## src/rtl/smem_fill_if.sv

```systemverilog
// CPU-side screen-memory bus shared by the CPU path and the fill engine.
// The slave modport is the arbiter's view; master is the driver's side.
interface smem_fill_if #(
  parameter int unsigned Abits = 11,
  parameter int unsigned Dbits = 32
);
  logic             cpu_smem_sel;
  logic             cpu_smem_wr;
  logic [Abits-1:0] cpu_smem_addr;
  logic [Dbits-1:0] cpu_smem_wd;
  logic             fill_start;
  logic [Dbits-1:0] fill_value;
  logic [Abits-1:0] fill_base;
  logic [Abits:0]   fill_len;
  logic             smem_wr;
  logic [Abits-1:0] smem_addr;
  logic [Dbits-1:0] smem_wd;
  logic             busy;
  logic             done;
  logic             err;

  modport master (
    output cpu_smem_sel, cpu_smem_wr, cpu_smem_addr, cpu_smem_wd,
    output fill_start, fill_value, fill_base, fill_len,
    input  smem_wr, smem_addr, smem_wd, busy, done, err
  );

  modport slave (
    input  cpu_smem_sel, cpu_smem_wr, cpu_smem_addr, cpu_smem_wd,
    input  fill_start, fill_value, fill_base, fill_len,
    output smem_wr, smem_addr, smem_wd, busy, done, err
  );
endinterface

```

## src/rtl/smem_fill_ctrl.sv

```systemverilog
// Screen-memory fill engine sharing the CPU port; the CPU always wins and the
// engine writes one location per cycle the CPU leaves the port free.
module smem_fill_ctrl #(
  parameter int unsigned Nloc  = 1200,
  parameter int unsigned Abits = 11,
  parameter int unsigned Dbits = 32
) (
  input logic        clk,
  input logic        reset_n,
  smem_fill_if.slave bus
);

  localparam int unsigned LW = Abits + 1;
  localparam logic [LW-1:0] NlocW = LW'(Nloc);

  typedef enum logic [1:0] {StIdle, StFill, StDone} state_e;

  state_e           state_q, state_d;
  logic [LW-1:0]    offset_q, offset_d;
  logic [LW-1:0]    len_q, len_d;
  logic [Abits-1:0] base_q, base_d;
  logic [Dbits-1:0] value_q, value_d;
  logic             err_q, err_d;

  logic [LW-1:0]    len_clamp;
  logic [LW-1:0]    addr_sum;
  logic [Abits-1:0] fill_addr;

  always_ff @(posedge clk or negedge reset_n) begin
    if (!reset_n) begin
      state_q  <= StIdle;
      offset_q <= '0;
      len_q    <= '0;
      base_q   <= '0;
      value_q  <= '0;
      err_q    <= 1'b0;
    end else begin
      state_q  <= state_d;
      offset_q <= offset_d;
      len_q    <= len_d;
      base_q   <= base_d;
      value_q  <= value_d;
      err_q    <= err_d;
    end
  end

  // Sum is at most 2*Nloc-2, so a single conditional subtract wraps the run.
  always_comb begin
    len_clamp = (bus.fill_len > NlocW) ? NlocW : bus.fill_len;
    addr_sum  = {1'b0, base_q} + offset_q;
    fill_addr = (addr_sum >= NlocW) ? Abits'(addr_sum - NlocW) : Abits'(addr_sum);
  end

  always_comb begin
    state_d  = state_q;
    offset_d = offset_q;
    len_d    = len_q;
    base_d   = base_q;
    value_d  = value_q;
    err_d    = err_q;
    unique case (state_q)
      StIdle: begin
        if (bus.fill_start) begin
          value_d  = bus.fill_value;
          base_d   = bus.fill_base;
          len_d    = len_clamp;
          offset_d = '0;
          err_d    = 1'b0;
          if ({1'b0, bus.fill_base} >= NlocW) begin
            state_d = StDone;
            err_d   = 1'b1;
          end else if (len_clamp == '0) begin
            state_d = StDone;
          end else begin
            state_d = StFill;
          end
        end
      end
      StFill: begin
        if (!bus.cpu_smem_sel) begin
          offset_d = offset_q + LW'(1);
          if (offset_q == len_q - LW'(1)) begin
            state_d = StDone;
          end
        end
      end
      StDone: begin
        state_d = StIdle;
      end
      default: begin
        state_d = StIdle;
      end
    endcase
  end

  always_comb begin
    bus.smem_addr = bus.cpu_smem_addr;
    bus.smem_wd   = bus.cpu_smem_wd;
    bus.smem_wr   = bus.cpu_smem_wr;
    if (!bus.cpu_smem_sel && (state_q == StFill)) begin
      bus.smem_addr = fill_addr;
      bus.smem_wd   = value_q;
      bus.smem_wr   = 1'b1;
    end
    bus.busy = (state_q == StFill);
    bus.done = (state_q == StDone);
    bus.err  = err_q;
  end

endmodule

```

## src/flat_wrapper.sv

```systemverilog
// flat-port wrapper written by rule: the top's interface ports become plain ports
module smem_fill_ctrl_flat 
#(
  parameter int unsigned Nloc  = 1200,
  parameter int unsigned Abits = 11,
  parameter int unsigned Dbits = 32
)
  (clk, reset_n, bus_cpu_smem_sel, bus_cpu_smem_wr, bus_cpu_smem_addr, bus_cpu_smem_wd, bus_fill_start, bus_fill_value, bus_fill_base, bus_fill_len, bus_smem_wr, bus_smem_addr, bus_smem_wd, bus_busy, bus_done, bus_err);
  smem_fill_if #(.Abits(Abits), .Dbits(Dbits)) bus_i ();
  input logic clk;
  input logic reset_n;
  input wire logic [$bits(bus_i.cpu_smem_sel)-1:0] bus_cpu_smem_sel;
  input wire logic [$bits(bus_i.cpu_smem_wr)-1:0] bus_cpu_smem_wr;
  input wire logic [$bits(bus_i.cpu_smem_addr)-1:0] bus_cpu_smem_addr;
  input wire logic [$bits(bus_i.cpu_smem_wd)-1:0] bus_cpu_smem_wd;
  input wire logic [$bits(bus_i.fill_start)-1:0] bus_fill_start;
  input wire logic [$bits(bus_i.fill_value)-1:0] bus_fill_value;
  input wire logic [$bits(bus_i.fill_base)-1:0] bus_fill_base;
  input wire logic [$bits(bus_i.fill_len)-1:0] bus_fill_len;
  output wire logic [$bits(bus_i.smem_wr)-1:0] bus_smem_wr;
  output wire logic [$bits(bus_i.smem_addr)-1:0] bus_smem_addr;
  output wire logic [$bits(bus_i.smem_wd)-1:0] bus_smem_wd;
  output wire logic [$bits(bus_i.busy)-1:0] bus_busy;
  output wire logic [$bits(bus_i.done)-1:0] bus_done;
  output wire logic [$bits(bus_i.err)-1:0] bus_err;
  assign bus_i.cpu_smem_sel = bus_cpu_smem_sel;
  assign bus_i.cpu_smem_wr = bus_cpu_smem_wr;
  assign bus_i.cpu_smem_addr = bus_cpu_smem_addr;
  assign bus_i.cpu_smem_wd = bus_cpu_smem_wd;
  assign bus_i.fill_start = bus_fill_start;
  assign bus_i.fill_value = bus_fill_value;
  assign bus_i.fill_base = bus_fill_base;
  assign bus_i.fill_len = bus_fill_len;
  assign bus_smem_wr = bus_i.smem_wr;
  assign bus_smem_addr = bus_i.smem_addr;
  assign bus_smem_wd = bus_i.smem_wd;
  assign bus_busy = bus_i.busy;
  assign bus_done = bus_i.done;
  assign bus_err = bus_i.err;
  smem_fill_ctrl #(.Nloc(Nloc), .Abits(Abits), .Dbits(Dbits)) u_core (.clk(clk), .reset_n(reset_n), .bus(bus_i));
endmodule
```

## config.mk

```make
export PLATFORM = sky130hd
export DESIGN_NAME = smem_fill_ctrl_flat
export DESIGN_NICKNAME = d
export VERILOG_FILES = /design/src/rtl/smem_fill_if.sv /design/src/rtl/smem_fill_ctrl.sv /design/src/flat_wrapper.sv
export SDC_FILE = /design/constraint.sdc
export NUM_CORES = 1
export LEC_CHECK = 0
export BUFFER_PORTS_ARGS = -buffer_cell sky130_fd_sc_hd__buf_2
export CORE_MARGIN = 2
export CORE_UTILIZATION = 35
export DETAILED_ROUTE_END_ITERATION = 12
export GPL_ROUTABILITY_DRIVEN = 0
export GPL_TIMING_DRIVEN = 0
export PLACE_DENSITY_LB_ADDON = 0.1
export RECOVER_POWER = 100
export SLEW_MARGIN = 10
export SYNTH_ARGS = -nofsm -noshare
export SYNTH_HDL_FRONTEND = slang
export SYNTH_SLANG_ARGS = --single-unit
export TNS_END_PERCENT = 5
```

## constraint.sdc

```tcl
create_clock -name clk -period 3.1 [get_ports clk]
set_input_delay 0.155 -clock clk [delete_from_list [all_inputs] [get_ports clk]]
set_output_delay 0.155 -clock clk [all_outputs]
set_load 0.005 [all_outputs]
```

**Word-level counts from Yosys, hierarchy flattened**

Cells that the tools add are included.

- Register bits after elaboration: 70
- Bits of input ports: 103
- Output and inout port bits: 47
- Logic and storage cells: 42

- Add/subtract/negate cells: 4
- Order comparisons: 3
- Eq/ne operators: 6
- Muxes and demuxes: 15
- Reduce and logical (&&, ||, !) cells: 8

Operator list:

| operator | number |
|---|---|
| 12-bit 2-to-1 mux | 3 |
| 32-bit 2-to-1 mux | 1 |
| 12-bit case mux with 2 select lines | 1 |
| 11-bit 2-to-1 mux | 2 |
| 11-bit by 12-bit adder with 12-bit output | 1 |
| 12-bit by 1-bit adder with 12-bit output, second input constant | 1 |
| 12-bit == test | 1 |
| 12-bit by 11-bit >= comparator with 1-bit output, second input constant | 1 |
| 12-bit by 11-bit > comparator with 1-bit output, second input constant | 1 |
| 12-bit logical NOT | 1 |
| 12-bit by 1-bit subtractor with 12-bit output, second input constant | 1 |
| 11-bit >= comparator, second input constant | 1 |
| 11-bit subtractor, second input constant | 1 |
| 2-bit 2-to-1 mux | 5 |
| 3-bit AND reduction | 2 |
| 2-bit inequality test, second input constant | 2 |
| 2-bit case mux with 2 select lines | 1 |
| 2-bit by 1-bit == test with 1-bit output, second input constant | 1 |
| 2-bit == test, second input constant | 1 |
| 2-bit logical NOT | 1 |
| 1-bit 2-to-1 mux | 2 |
| 2-bit by 1-bit inequality test with 1-bit output, second input constant | 1 |
| 2-bit AND reduction | 1 |
| 2-bit nonzero test | 1 |
| 2 further kinds | 2 |

**Logic depth before layout (Yosys ltp)**

- Depth after elaboration: 7
- Depth in mapped cells: 12
- Depth with buffers taken out: 12

**Worst setup path after synthesis**

OpenSTA, ideal clock, no wires.

- Kind: register -> output
- Start: reg u_core.offset_q[0]
- End: out bus_smem_addr[8]
- Arrival time: 2.645 ns
- Data required time: 2.945 ns
- Setup slack: 0.300 ns
- Cell stages (with the launch flop): 11
- Buffers on the path: 0
- Path through: dfrtp_1 ha_1 inv_1 fa_1 nor2b_4 o31a_1 o31a_1 o2111a_1 or3_4 or3_1 a31oi_1

- Longest elaborated chain between the ends: 4
- Elaborated cells between the ends (all ways): 5
- Those cells by class: add/sub: 2; order compare: 1; mux: 2

RTL lines:

| item | RTL line | source |
|---|---|---|
| start, declared | smem_fill_ctrl.sv:19 | `logic [LW-1:0] offset_q, offset_d;` |
| start signal, assigned | smem_fill_ctrl.sv:39 | `offset_q <= offset_d;` |
| 11-bit by 12-bit adder with 12-bit output * | smem_fill_ctrl.sv:50 | `addr_sum = {1'b0, base_q} + offset_q;` |
| 11-bit subtractor / 12-bit by 11-bit >= comparator with 1-bit output (equally long branches) | smem_fill_ctrl.sv:51 | `fill_addr = (addr_sum >= NlocW) ? Abits'(addr_sum - NlocW) : Abits'(addr_sum);` |
| 11-bit 2-to-1 mux * | smem_fill_ctrl.sv:51 |  |
| 11-bit 2-to-1 mux * | smem_fill_ctrl.sv:100 | `if (!bus.cpu_smem_sel && (state_q == StFill)) begin` |
| end, declared | flat_wrapper.sv:21 | `output wire logic [$bits(bus_i.smem_addr)-1:0] bus_smem_addr;` |

Every way passes the cells marked *; elsewhere a longest branch is shown, timed or not.

**Worst setup path in the final report**

- Start: reg u_core.offset_q[5]
- End: out bus_smem_addr[6]

Same word-level chain as after synthesis.

==> impl_metrics.csv <==
group,metric,value,unit
sta,timing_worst_slew_pin_value,2.081,ns
floorplan,start_util,35.97,%
synth,yosys.area.top_type,"dfrtp_1",
synth,netlist_area_before_placement,4558,µm²
sta,setup_repair_after_global_routing_missed_its_margin,"yes",
pwr,power.static_leakage,3.098,nW
clocking,cts_max_level,3,
global_routing,antenna_found_initial,0,
pwr,vdd_ir_drop_max,0.2510,mV
floorplan,placementRows,41,
global_routing,grt.overflow.total,0,
clocking,clk_path_buf_depth,2,
floorplan,chipWidth,118.1,µm
layout,area_delta_synth_final,33.52,%
pwr,pwrdens,945.7,nW/µm²
layout,num_antenna_cells,0,
sta,finalHoldViolations,0,
synth,asyncSetResetFlopFracSynth,100.0,%
sta,setup_viol,6,
sta,final.period_utilization,104.2,%
synth,synth-edff-count,0,
synth,syn_nets,725,
run,cap_violations,1,
detailed_routing,detail_route.wl_per_cell,13.60,µm
placed_design,detailed_place.area,5542,µm²
status,failed_checks,"capacitance limit, slew limit, setup timing",
placed_design,placed_cells_incl_taps,929,
clocking,clk_latency,0.33,ns
sta,drv_slew,39,
global_routing,grt_start_max_net_pins,39,
layout,fraction_of_final_layout_cells_with_drive_strength_greater_than_1,26.24,%
critical_path,path_class,"reg -> out",
detailed_routing,dr.pass1.iters,4,
critical_path,critPathMaxFanout,8,
layout,nFillCells,1336,
layout,finish.cell_count_without_fillers,957,
synth,synthTopCellsByArea,"dfrtp_1 (38%), nand2_1 (21%), ha_1 (3.8%)",
floorplan,design.core.area,12670,µm²
detailed_routing,routed-via-count,4662,
clocking,cts_tree,"done",
clocking,number_of_sinks_on_the_clock_net,70,
critical_path,number_of_buffers_and_inverters_on_the_critical_path,1,
clocking,numCtsBuffers,9,
critical_path,cp_slowest_stage_delay,0.46,ns
detailed_routing,route.antenna.remaining_nets,0,
synth,yosys.cell_types.count,57,
synth,synth-main-ff-cell,"dfrtp_1",
synth,synth_top_cell_area_share,38.43,%
global_routing,grt_pass1_wl,21.13,mm
critical_path,worstSetupEndpointType,"primary output",
pwr,finalPower,5.755,mW
synth,synth.yosys.warnings,0,
clocking,clk_root_buffer_cell,"clkbuf_16",
critical_path,cp_data_required_time,2.94,ns
synth,syn-instance-count,607,
detailed_routing,route.detailed.vias_per_inst,4.871,
critical_path,worst_path_max_delay_cell,"dfrtp_2",
critical_path,crit_chain,"ha_4, and2b_1, or3b_2, nand3_1, ha_4, a21oi_4, o211ai_4, a21oi_4, or3_1, a31oi_1, buf_2",
status,outcome,"complete, but fails checks",
detailed_routing,drt-initial-drc-count,175,
critical_path,cp-start-kind,"flip-flop",
placed_design,dp_hpwl,9.739,mm
synth,synth.avg_cell_area,7.509,µm²
critical_path,critPathArrivalTime,3.08,ns
sta,finalCriticalPeriod,3.231,ns
detailed_routing,wirelength,13.01,mm
floorplan,die_height,118.1,µm
synth,ys_seq_area_share,38.43,%
floorplan,floorplan.io_pins,150,
clocking,clk_pin_slew_worst_paths,0.06,ns
detailed_routing,drc,0,
global_routing,global_route.usage.total,18.53,%
synth,postSynthRegisterBits,70,
layout,layout_commonest_cell,"nand2_1",
sta,max_slew_margin,-38.74,%
layout,layout.nets,900,
layout,layout.core_utilization,48.03,%
floorplan,die_area,13950,µm²
global_routing,via_count_of_the_first_global_routing_pass,4494,
sta,clock-skew-final,0.006072,ns
layout,final_design_area_no_fill,6086,µm²
worst_hold_path,hold_path.class,"in -> reg",
placed_design,placement.io_buffers,149,
critical_path,critical_path.top_delay_family,"simple AND/OR/NAND/NOR gates",
sta,final.hold.worst_slack,0.01203,ns
sta,setup_slack,-0.1312,ns
layout,final_cell_mix,"nand2_1 (254), buf_2 (136), dfrtp_1 (66)",
sta,clock.fmax,309.5,MHz
-- cells in the mapped netlist, types with 4 or more instances --
cell type,count
nand3_1,15
and2_1,4
xor2_1,11
ha_1,14
nand2b_1,7
or4_1,5
nor3_1,8
a31oi_1,5
nand2_1,255
clkbuf_1,24
inv_1,12
buf_1,5
or3_1,5
o21ai_0,29
nor2b_1,4
xnor2_1,12
dfrtp_1,70
a22o_1,6
and3_1,4
mux2i_1,7
a21oi_1,15
nor2_1,34
-- path summary, 6_finish.rpt --
check | end | slack [ns] | start | cells past startpoint
setup / recovery | bus_smem_addr[6] | -0.13 | u_core.offset_q[5] | 11
hold / removal | u_core.value_q[26] | 0.01 | bus_fill_value[26] | 3
setup reg to reg | u_core.state_q[1] | 0.56 | u_core.len_q[0] | 10
hold reg to reg | u_core.value_q[8] | 0.48 | u_core.value_q[8] | 2
max in group asynchronous | u_core.offset_q[3] | 0.35 | reset_n | 3
min in group asynchronous | u_core.value_q[9] | 0.96 | reset_n | 2
-- report_power, final --
group          internal [mW]  switching (mW)
logic                   1.48            1.77
clock network          0.551           0.359
registers               1.29           0.303
-- stage by stage --
step	TNS, ns	worst slack (ns)
5_1_grt	-5.451	-0.2446
3_5_place_dp	-0.2364	-0.1019
2_1_floorplan	0	0.3003
4_1_cts	-1.589	-0.2803
6_report	-0.5865	-0.1312
3_3_place_gp	-0.08791	-0.05001
-- tightest hold or removal path: stages --
cell     delay, ns
buf_2         0.08
nand2_1       0.04
nand2_1       0.04
-- cells by family after synthesis --
family	synth area share, %
AOI/OAI and AO/OA	13.34
xor gates and xnor gates	4.419
buffers and inverters	3.541
and+or+nand+nor	33.95
adders and majority gates	4.282
muxes	2.031
DFF	38.43
-- layer usage --
metal  vias up  global-route usage, %  wire length (µm)
met5         -                      0                 0
met4         0                  5.497               195
met3        17                  4.700               795
met2       134                  30.74              6012
met1      2149                  23.74              6010
li1       2362                      -                 -
-- sequential cells by signal (all words and copies together), names as in the netlist --
name,cells
u_core.len_q,12
u_core.value_q,32
u_core.offset_q,12
u_core.bus.err,1
u_core.state_q,2
u_core.base_q,11
-- timing repair --
action / CTS / global route
gates resized for setup: 18 / 23
gates cloned: 0 / 0
setup endpoints to repair: 7 / 15
buffers inserted: 6 / 7
pin swaps: 8 / 16
hold buffers: 3 / 0
endpoints found under the hold margin: 39 / 0
-- area by class of cell --
type	instances	area (µm²)	area share, %
well taps	172	215.2	3.536
flip-flops and latches	70	1757	28.87
clock buffers	12	246.5	4.050
repair buffers	166	862.1	14.17
plain buffers	28	110.1	1.809
inverters	12	45.04	0.7401
clock inverters	2	10.01	0.1645
multi-input cells	495	2840	46.67
Note: power is estimated with default switching activity, not from simulation.
